`src/rtl/upg_word_assembler.sv`:
```
// upg_word_assembler: UART byte stream to little-endian 32-bit ROM words; UPG_TIMEOUT_EN adds an inter-byte idle timeout.
module upg_word_assembler #(
    parameter int ADDR_W         = 14,
    parameter int TIMEOUT_CYCLES = 1000000
) (
    input  logic              upg_clk_i,
    input  logic              upg_rst_i,
    input  logic [7:0]        rx_dat_i,
    input  logic              rx_vld_i,
    output logic              upg_wen_o,
    output logic [ADDR_W-1:0] upg_adr_o,
    output logic [31:0]       upg_dat_o,
    output logic              upg_done_o,
    output logic              upg_err_o
);
    typedef enum logic [2:0] {IDLE, CNT_HI, DATA, DONE, ERR} state_t;
    state_t state, state_d;
    logic [15:0] count;
    logic [1:0] byte_idx;
    logic [23:0] lanes;
    logic [ADDR_W:0] wr_cnt;
    logic timeout, bad_count, last_wr, take, fire, done_d, err_d;
`ifdef UPG_TIMEOUT_EN
    localparam int TW = $clog2(TIMEOUT_CYCLES + 1);
    logic [TW-1:0] idle;
    always_ff @(posedge upg_clk_i) begin
        if (upg_rst_i || rx_vld_i || !(state == CNT_HI || state == DATA))
            idle <= '0;
        else if (idle != TW'(TIMEOUT_CYCLES))
            idle <= idle + 1'b1;
    end
    assign timeout = !rx_vld_i && idle == TW'(TIMEOUT_CYCLES);
`else
    assign timeout = TIMEOUT_CYCLES < 0;
`endif
    assign bad_count = {rx_dat_i, count[7:0]} == 16'd0 ||
                       32'({rx_dat_i, count[7:0]}) > (32'd1 << ADDR_W);
    // wr_cnt already counts the word being written during the wen cycle
    assign last_wr = upg_wen_o && 32'(wr_cnt) == 32'(count);
    assign take = state == DATA && rx_vld_i && !last_wr;
    assign fire = take && byte_idx == 2'd3;
    always_ff @(posedge upg_clk_i) begin
        if (upg_rst_i)
            state <= IDLE;
        else
            state <= state_d;
    end
    always_comb begin
        state_d = state;
        case (state)
            IDLE:    state_d = rx_vld_i ? CNT_HI : IDLE;
            CNT_HI:  state_d = rx_vld_i ? (bad_count ? ERR : DATA) : (timeout ? ERR : CNT_HI);
            DATA:    state_d = last_wr ? DONE : (timeout ? ERR : DATA);
            default: state_d = state;
        endcase
    end
    always_comb begin
        done_d = state_d == DONE;
        err_d  = state_d == ERR;
    end
    always_ff @(posedge upg_clk_i) begin
        if (upg_rst_i) begin
            upg_wen_o  <= 1'b0;
            upg_adr_o  <= '0;
            upg_dat_o  <= '0;
            upg_done_o <= 1'b0;
            upg_err_o  <= 1'b0;
            count      <= '0;
            byte_idx   <= '0;
            lanes      <= '0;
            wr_cnt     <= '0;
        end else begin
            upg_wen_o  <= fire;
            upg_done_o <= done_d;
            upg_err_o  <= err_d;
            if (state == IDLE && rx_vld_i)
                count[7:0] <= rx_dat_i;
            if (state == CNT_HI && rx_vld_i) begin
                count[15:8] <= rx_dat_i;
                byte_idx    <= '0;
                wr_cnt      <= '0;
            end
            if (take) begin
                byte_idx <= byte_idx + 2'd1;
                lanes    <= {rx_dat_i, lanes[23:8]};
            end
            if (fire) begin
                upg_dat_o <= {rx_dat_i, lanes};
                upg_adr_o <= wr_cnt[ADDR_W-1:0];
                wr_cnt    <= wr_cnt + 1'b1;
            end
        end
    end
endmodule

```
`config.mk`:
```
export PLATFORM = sky130hd
export DESIGN_NAME = upg_word_assembler
export DESIGN_NICKNAME = d
export VERILOG_FILES = /design/src/rtl/upg_word_assembler.sv
export SDC_FILE = /design/constraint.sdc
export NUM_CORES = 1
export LEC_CHECK = 0
export CELL_PAD_IN_SITES_DETAIL_PLACEMENT = 1
export CELL_PAD_IN_SITES_GLOBAL_PLACEMENT = 2
export CORE_MARGIN = 2
export CORE_UTILIZATION = 36
export CTS_CLUSTER_DIAMETER = 60
export DETAILED_ROUTE_END_ITERATION = 12
export PLACE_DENSITY = 0.81
export SETUP_SLACK_MARGIN = 0.15
export SYNTH_ARGS = -nofsm -noshare
export SYNTH_HDL_FRONTEND = slang
export SYNTH_SLANG_ARGS = --single-unit
```
`constraint.sdc`:
```
create_clock -name upg_clk_i -period 4.7 [get_ports upg_clk_i]
set_input_delay 1.175 -clock upg_clk_i [delete_from_list [all_inputs] [get_ports upg_clk_i]]
set_output_delay 1.175 -clock upg_clk_i [all_outputs]
set_load 0.01 [all_outputs]
```
# Word level (Yosys, flattened, before mapping)

Cells that the tools add are included.

$add $sub $neg: 2
Magnitude comparators: 1
Eq/ne operators: 6
Mux-type cells: 9
Reduce and logical (&&, ||, !) cells: 12

Operator list:

| operator                                                                | count |
|---|---|
| 15-bit two-way mux                                                      | 2 |
| 15-bit by 16-bit equality test with 1-bit output                        | 1 |
| 16-bit by 15-bit > comparator with 1-bit output (second input constant) | 1 |
| 16-bit logical NOT                                                      | 1 |
| 15-bit by 1-bit adder with 15-bit output (second input constant)        | 1 |
| 3-bit case mux with 3 select lines                                      | 1 |
| 3-bit by 2-bit equality test with 1-bit output (second input constant)  | 2 |
| 1-bit logical AND                                                       | 6 |
| 3-bit two-way mux                                                       | 2 |
| 2-bit two-way mux                                                       | 2 |
| 2-bit nonzero test                                                      | 2 |
| 3-bit by 1-bit equality test with 1-bit output (second input constant)  | 1 |
| 3-bit equality test (second input constant)                             | 1 |
| 3-bit logical NOT                                                       | 1 |
| 2-bit by 1-bit adder with 2-bit output (second input constant)          | 1 |
| 2-bit equality test (second input constant)                             | 1 |
| 1-bit two-way mux                                                       | 2 |
| 1-bit logical NOT                                                       | 1 |
| 1-bit logical OR                                                        | 1 |

Bits in registers: 109
Bits of input ports: 11
Output and inout port bits: 49
Logic and storage cells: 41

# Depth between registers and ports, before layout

Gate-level depths: netlist of run 1.

Depth in word-level cells: 6
Gate-level depth with buffers: 8
Mapped depth without buffers: 6

# Worst setup path before layout of run 1

No wires, ideal clock.

Kind: input -> register
From: input port rx_vld_i
To: register wr_cnt[4]
Setup time: 73 ps
Data arrival time: 2,326 ps
Required time: 4,627 ps
Path slack: 2,301 ps
Cell stages on the path: 5
Buffers on the path: 1
Cell sequence: nor3b_1 > nand3_1 > clkbuf_1 > or4_4 > o211ai_2

Longest elaborated chain between the ends: 4
Elaborated cells on any way between the ends: 6
Those cells by class: mux (1); reduce/logical (5)

Ends and longest elaborated chain:

| item                                                     | RTL line | text |
|---|---|---|
| start: declaration                                       | 9        | `input logic rx_vld_i,` |
| 1-bit logical AND (2 in series)                          | 40       | `assign take = state == DATA && rx_vld_i && !last_wr;` |
| 1-bit logical AND                                        | 41       | `assign fire = take && byte_idx == 2'd3;` |
| 15-bit two-way mux or 2-bit nonzero test (tied branches) | n/a      |  |
| end signal: assignment                                   | 90       | `wr_cnt <= wr_cnt + 1'b1;` |
| end: declaration                                         | 21       | `logic [ADDR_W:0] wr_cnt;` |

Several ways; a longest one is shown, not always the timed one.
A chain may end at the register's enable or synchronous reset.

# Worst setup path in the final report of run 1

From: input port rx_vld_i
To: register wr_cnt[2]

Same word-level chain as after synthesis.

==> qor.yml, run 1 <==
clock_tree:
  cts_resized: 0
  cts_hold_buf: 0
  cts_buffers: 9
  post_cts_buffers: 0
  clock_path_buffers: 2
  htreeDepth: 3
  cts_tree: "done"
  clk_latency_ns: 0.36
  root_buffer: "clkbuf_16"
  cts.reportedPaths.clkPinSlew_ns: 0.08
  clkSinkCount: 109
min_path:
  hold_path_depth: 2
  min_path_type: "flip-flop to flip-flop"
route:
  firstDrtPassIters: 6
  routed-via-count: 4239
  wl_per_cell_um: 18.2
  first_iter_violations: 233
  wirelength_um: 14100
  via_per_inst: 5.48
  antenna_left: 0
  post-route-drc-count: 0
setup_path:
  crit_path_end_kind: "flip-flop"
  slowest_stage: "and3_2"
  path_class: "input port to flip-flop"
  cp-start-kind: "input port"
  max_stage_delay_ns: 0.63
  worstPathRequired_ns: 4.98
  cp.arrival_ns: 3.56
  critPathMaxFanout: 33
  path_cells: "clkdlybuf4s50_1, nor3b_1, and3_2, buf_4, nand4b_1, a31oi_1"
  r2r_cells: 7
global_route:
  grt_pass1_vias: 4342
  grt_pass1_wl_um: 23300
  grt_usage_pct: 20.4
  grt.overflow.total: 0
  grt_antenna_before_repair: 0
  grt_start_max_net_pins: 99
power:
  power.internal_w: 0.00135
  p_leak_nw: 1.77
  combPwrFrac_pct: 5.7
  irDropWorstVdd_mv: 0.146
  pwr_density_cell_mw_per_mm2: 315
  p_switching_w: 0.000466
  power_w: 0.00182
  clkPwrFrac_pct: 42.1
  pwr-share-seq_pct: 52.1
  swShare_pct: 25.6
timing:
  setup_ws_ns: 1.42
  finalHoldViolCount: 0
  holdWs_ns: 0.471
  clock.fmax_mhz: 305
  setup_viol: 0
  worst_slew_margin_rel_pct: 21.7
  report.final.slew_viol_count: 0
  rsz0062_at_grt: "no"
  period_share_pct: 69.7
  tightest_slew_ns: 1.16
  finalSetupTns_ns: 0
  clock_skew_ns: 0.0101
  min_period_ns: 3.28
yosys:
  yosys_warnings: 0
  synth_cells: 565
  yosysTopAreaCellShare_pct: 45.2
  synth_area_leaders: "dfxtp_1 (45%), a21oi_1 (6.9%), nand3_1 (6.5%)"
  ys_ff_latch: 109
  synth_nets: 578
  syn_area_per_cell_um2: 8.54
  async_reset_ff_share_pct: 0
  synth_ff_type: "dfxtp_1"
  synth.yosys.seq_area_share_pct: 45.2
  synthDistinctLibCells: 46
  syn_area_mm2: 0.00483
  yosysTopAreaCell: "dfxtp_1"
  synth_edf_count: 0
job:
  drv_cap: 0
floorplan:
  die_y_um: 120
  die_w_um: 120
  initial_core_util_pct: 36.6
  rows: 42
  top_level_ports: 60
  coreArea_mm2: 0.0132
  dieArea_mm2: 0.0143
final_layout:
  final_layout_size_suffix_gt1_share_pct: 5.53
  final_nets: 605
  fillCellCount: 1546
  diodes: 0
  area_delta_synth_final_pct: 19.4
  fin_util_pct: 43.7
place:
  place_ws_ns: 1.09
  hpwl_um: 9320
  port_buffers: 59
  place_congestion: 0.843
run_status:
  status: "finished clean"
power by group through the flow:
| stage | registers [W] | logic (W) | clock network [W] |
|---|---|---|---|
| final | 0.000948 | 0.000104 | 0.000766 |
| after global placement | 0.000968 | 0.000101 | 0 |
| after global routing | 0.000950 | 0.000115 | 0.000820 |
| after floorplan | 0.000963 | 0.0000725 | 0 |
| after detailed placement | 0.000969 | 0.000104 | 0 |
| after CTS | 0.000948 | 0.000104 | 0.000784 |
metal layers:
metal	up-vias	global-route usage, %	wire length (um)
li1	2070	-	-
met5	-	0	0
met3	17	2.52	362
met4	0	7.50	258
met2	63	32.7	6550
met1	2089	28.2	6930
Yosys cell counts, types with 2 or more instances:
master,number
or2b_1,3
nand3_1,63
nor2_1,9
ha_1,2
buf_2,5
a21oi_1,67
buf_4,2
xnor2_1,15
buf_6,2
nor4_1,8
dfxtp_1,109
mux2i_1,25
inv_1,3
nand2b_1,46
and3_1,4
nor2b_1,4
clkbuf_1,36
o221ai_1,7
nor3b_1,2
o211ai_1,8
nand4b_1,2
o21ai_0,51
nand2_1,41
a31oi_1,3
nor3_1,8
nand4_1,12
or3_1,2
o21a_1,2
buf_1,3
and4_1,4
and4_4,2
layout by cell type, fill, tap and decap left out, drive strengths merged, types with 3 or more instances in the layout:
cell type	n
nor3b	3
dfxtp	109
mux2i	25
xnor2	15
or2b	3
o211ai	9
nand3	63
o221ai	7
nor2b	4
buf	7
nand2	41
nor4	8
a21oi	67
inv	7
o21ai	53
and3	5
nor2	9
clkdlybuf4s50	58
and4	6
nand4	12
nand2b	46
clkbuf	10
nor3	8
a31oi	3
flip-flops by register name, summed over array words and instances, names as in the netlist:
register    count
lanes          24
upg_adr_o      14
state           3
count          16
upg_wen_o       1
upg_dat_o      32
wr_cnt         15
upg_done_o      1
byte_idx        2
upg_err_o       1
metrics by stage:
stage,instance area [um^2],instances
after global routing,5760,773
final,5760,773
after CTS,5760,773
after detailed placement,5470,757
after global placement,5470,757
after floorplan,4830,565
cell families (layout without fill, tap and decap cells):
group	after synthesis	count (layout)	synth area share, %
xor gates and xnor gates	16	16	2.90
buffers and inverters	52	84	4.67
muxes	26	26	5.42
and+or+nand+nor	216	216	24.5
AOI/OAI and AO/OA	144	144	16.7
adders and majority gates	2	2	0.518
DFF	109	109	45.2
worst paths after layout:
kind / start / to / slack (ns)
max: rx_vld_i / wr_cnt[2] / 1.42
min: count[15] / count[15] / 0.47
max reg2reg: wr_cnt[4] / byte_idx[0] / 2.28
min reg2reg: count[15] / count[15] / 0.47
layout make-up:
type	instances	area [um^2]	area share, %
multi-input cells	404	2420	42.1
clock buffers	10	229	3.97
inverters	3	11.3	0.195
repair buffers	65	633	11.0
well taps	176	220	3.82
clock inverters	6	63.8	1.11
flip-flops and latches	109	2180	37.9
worst max-delay path: cells and delay by family:
family,cells,cell delay [ns]
and+or+nand+nor,3,1.15
buffers and inverters,2,1.03
AOI/OAI and AO/OA,1,0.18
Power figures use the tool's default switching activity.
==> inputs of run 2 (changes only) <==
--- a/config.mk
+++ b/config.mk
@@ -8,10 +8,10 @@
 export CELL_PAD_IN_SITES_DETAIL_PLACEMENT = 1
 export CELL_PAD_IN_SITES_GLOBAL_PLACEMENT = 2
 export CORE_MARGIN = 2
-export CORE_UTILIZATION = 36
+export CORE_UTILIZATION = 30
 export CTS_CLUSTER_DIAMETER = 60
 export DETAILED_ROUTE_END_ITERATION = 12
-export PLACE_DENSITY = 0.81
+export PLACE_DENSITY = 0.72
 export SETUP_SLACK_MARGIN = 0.15
 export SYNTH_ARGS = -nofsm -noshare
 export SYNTH_HDL_FRONTEND = slang
==> constraint.sdc (replaced) <==
create_clock -name upg_clk_i -period 2.65 [get_ports upg_clk_i]
set_input_delay 0.6625 -clock upg_clk_i [delete_from_list [all_inputs] [get_ports upg_clk_i]]
set_output_delay 0.6625 -clock upg_clk_i [all_outputs]
set_load 0.01 [all_outputs]
==> run 2 against run 1 <==
Net effect: sequential power up 77%; highest routed layer unchanged; die area increased by 19%; count of clock-buffer cells in the layout up 2; sequential share of layout area fell by 1.7 points; sequential cell count did not move; largest power group unchanged.
==> qor.yml, run 2 (synthesis results as in run 1) <==
setup_path:
  cp-start-kind: "input port"
  crit_family: "simple AND/OR/NAND/NOR gates"
  critPathMaxFanout: 2  # -94%
  crit_path_end_kind: "flip-flop"
  worst-path-buf-inv: 1  # -1
  cp.arrival_ns: 2.49  # -1.07 ns
  worstPathRequired_ns: 2.88  # -2.10 ns
  path_class: "input port to flip-flop"
  slowest_stage: "clkdlybuf4s50_1"
  path_cells: "clkdlybuf4s50_1, nor4_1, nand4_1, xor2_1, a31oi_1, a2111oi_1"
  max_stage_delay_ns: 0.43  # -0.20 ns
place:
  place_congestion: 0.800  # -5.0%
  port_buffers: 59  # unchanged
  place_ws_ns: 0.000583  # -1.09 ns
  hpwl_um: 9860  # +5.8%
route:
  top_layer_used: "met4"
  met2_length_um: 7030  # +7.2%
  wl_met3_um: 419  # +16%
  wirelength_um: 14400  # +1.9%
  antenna_left: 0  # unchanged
  firstDrtPassIters: 4  # -2
  wl_per_cell_um: 17.2  # -5.6%
  routed-via-count: 4338  # +2.3%
  wl_met1_um: 6610  # -4.5%
  via_per_inst: 5.20  # -5.1%
  post-route-drc-count: 0  # unchanged
  first_iter_violations: 189  # -19%
timing:
  period_share_pct: 85.1
  finalHoldViolCount: 0  # unchanged
  rsz0062_at_grt: "no"
  setup_viol: 0  # unchanged
  setup_ws_ns: 0.396  # -1.03 ns
  clock.fmax_mhz: 444
  min_period_ns: 2.25
  clock_skew_ns: 0.0100  # -0.0000882 ns
  tightest_slew_ns: 1.07  # -0.0913 ns
  holdWs_ns: 0.471  # +0.000671 ns
  worst_slew_margin_rel_pct: 28.5  # +6.8 points
  report.final.slew_viol_count: 0  # unchanged
final_layout:
  area_delta_synth_final_pct: 24.9
  diodes: 0  # unchanged
  final_layout_size_suffix_gt1_share_pct: 8.74  # +3.2 points
  reg_top3: "upg_dat_o: 32 flops, lanes: 24 flops, count: 16 flops"
  largest_reg_flops: 32  # unchanged
  fillCellCount: 1833  # +19%
  largest_register: "upg_dat_o"
  final_common_cell: "dfxtp_1"
  layout_common_cells: "dfxtp_1 (109), a21oi_1 (67), nand3_1 (62)"
  final_nets: 626  # +3.5%
clock_tree:
  htreeDepth: 3  # unchanged
  clk_latency_ns: 0.36  # about the same
  clkSinkCount: 109  # unchanged
  post_cts_buffers: 0  # unchanged
  cts_buffers: 9  # unchanged
  cts_hold_buf: 0  # unchanged
  root_buffer: "clkbuf_16"
  cts_resized: 0  # unchanged
  cts_tree: "done"
  clock_path_buffers: 2  # unchanged
  cts.reportedPaths.clkPinSlew_ns: 0.07  # about the same
global_route:
  grt_usage_pct: 17.5  # -2.9 points
  grt_antenna_before_repair: 0  # unchanged
  grt_pass1_vias: 4383  # +0.94%
  grt_pass1_wl_um: 23300  # +0.21%
  grt.overflow.total: 0  # unchanged
  grt_start_max_net_pins: 118  # +19%
power:
  p_leak_nw: 1.90  # +6.8%
  pwr_density_cell_mw_per_mm2: 549  # +74%
  power.internal_w: 0.00253  # +88%
  combPwrFrac_pct: 6.2  # +0.5 points
  p_switching_w: 0.000774  # +66%
  irDropWorstVdd_mv: 0.323  # +120%
  clkPwrFrac_pct: 43.0  # +0.9 points
  pwr-share-seq_pct: 50.8  # -1.3 points
  swShare_pct: 23.4  # -2.2 points
floorplan:
  coreArea_mm2: 0.0158  # +20%
  dieArea_mm2: 0.0171  # +19%
  top_level_ports: 60  # unchanged
  initial_core_util_pct: 30.5  # -6.1 points
  rows: 46  # +9.5%
  die_y_um: 131  # +9.2%
  die_w_um: 131  # +9.2%
min_path:
  min_path_type: "flip-flop to flip-flop"
run_status:
  status: "finished clean"
job:
  drv_cap: 0  # unchanged
[run 2: cell types whose count changed in the layout (fill, tap and decap cells not counted)]
cell / before / now
buf_12: 0 / 3
buf_4: 7 / 25
bufinv_16: 0 / 1
clkbuf_8: 0 / 2
clkinv_4: 0 / 1
clkinv_8: 1 / 0
inv_6: 2 / 1
inv_8: 2 / 0
[run 2: layer usage]
metal	up-vias	GRT usage, %
li1	2111	-
met1	2138	22.3
met2	67	29.6
met3	22	3.58
met4	0	5.76
met5	-	0
[run 2: worst paths after layout]
path,endpoint,slack (ns),cells past startpoint,from
max reg2reg,upg_dat_o[21],0.56,6,wr_cnt[9]
max,upg_done_o,0.40,6,rx_dat_i[4]
min reg2reg,upg_dat_o[23],0.47,2,lanes[23]
min,upg_dat_o[23],0.47,2,lanes[23]
[run 2: area by class of cell]
class                   instances  area (um^2)  area share [%]
clock buffers                  12          256            4.25
clock inverters                 4         55.1           0.913
inverters                       3         11.3           0.187
multi-input cells             404         2420            40.2
flip-flops and latches        109         2180            36.2
well taps                     216          270            4.48
repair buffers                 86          828            13.7
[run 2: power groups by stage]
stage / registers, W / clock network [W] / logic (W)
floorplan: 0.00171 / 0 / 0.000129
detailed placement: 0.00172 / 0 / 0.000206
global placement: 0.00172 / 0 / 0.000202
CTS: 0.00168 / 0.00148 / 0.000207
finish: 0.00168 / 0.00142 / 0.000205
global route: 0.00168 / 0.00154 / 0.000224
[run 2: worst min-delay path, delay by kind of cell (launching register included)]
| kind | cells | cell delay (ns) |
|---|---|---|
| AO/OA/AOI/OAI | 1 | 0.05 |
| AND/OR/NAND/NOR | 1 | 0.06 |
| flip-flops | 1 | 0.32 |
[run 2: stage by stage]
stage          setup TNS [ns]  instance area (um^2)  total power (W)  utilization, %  cells
2_1_floorplan               0                  4830          0.00184               -    565
3_3_place_gp          -0.0336                  5720          0.00192            36.1    818
3_5_place_dp                0                  5720          0.00193            36.1    818
4_1_cts                     0                  6030          0.00337            38.1    834
5_1_grt                     0                  6030          0.00345            38.1    834
6_report                    0                  6030          0.00331            38.1    834
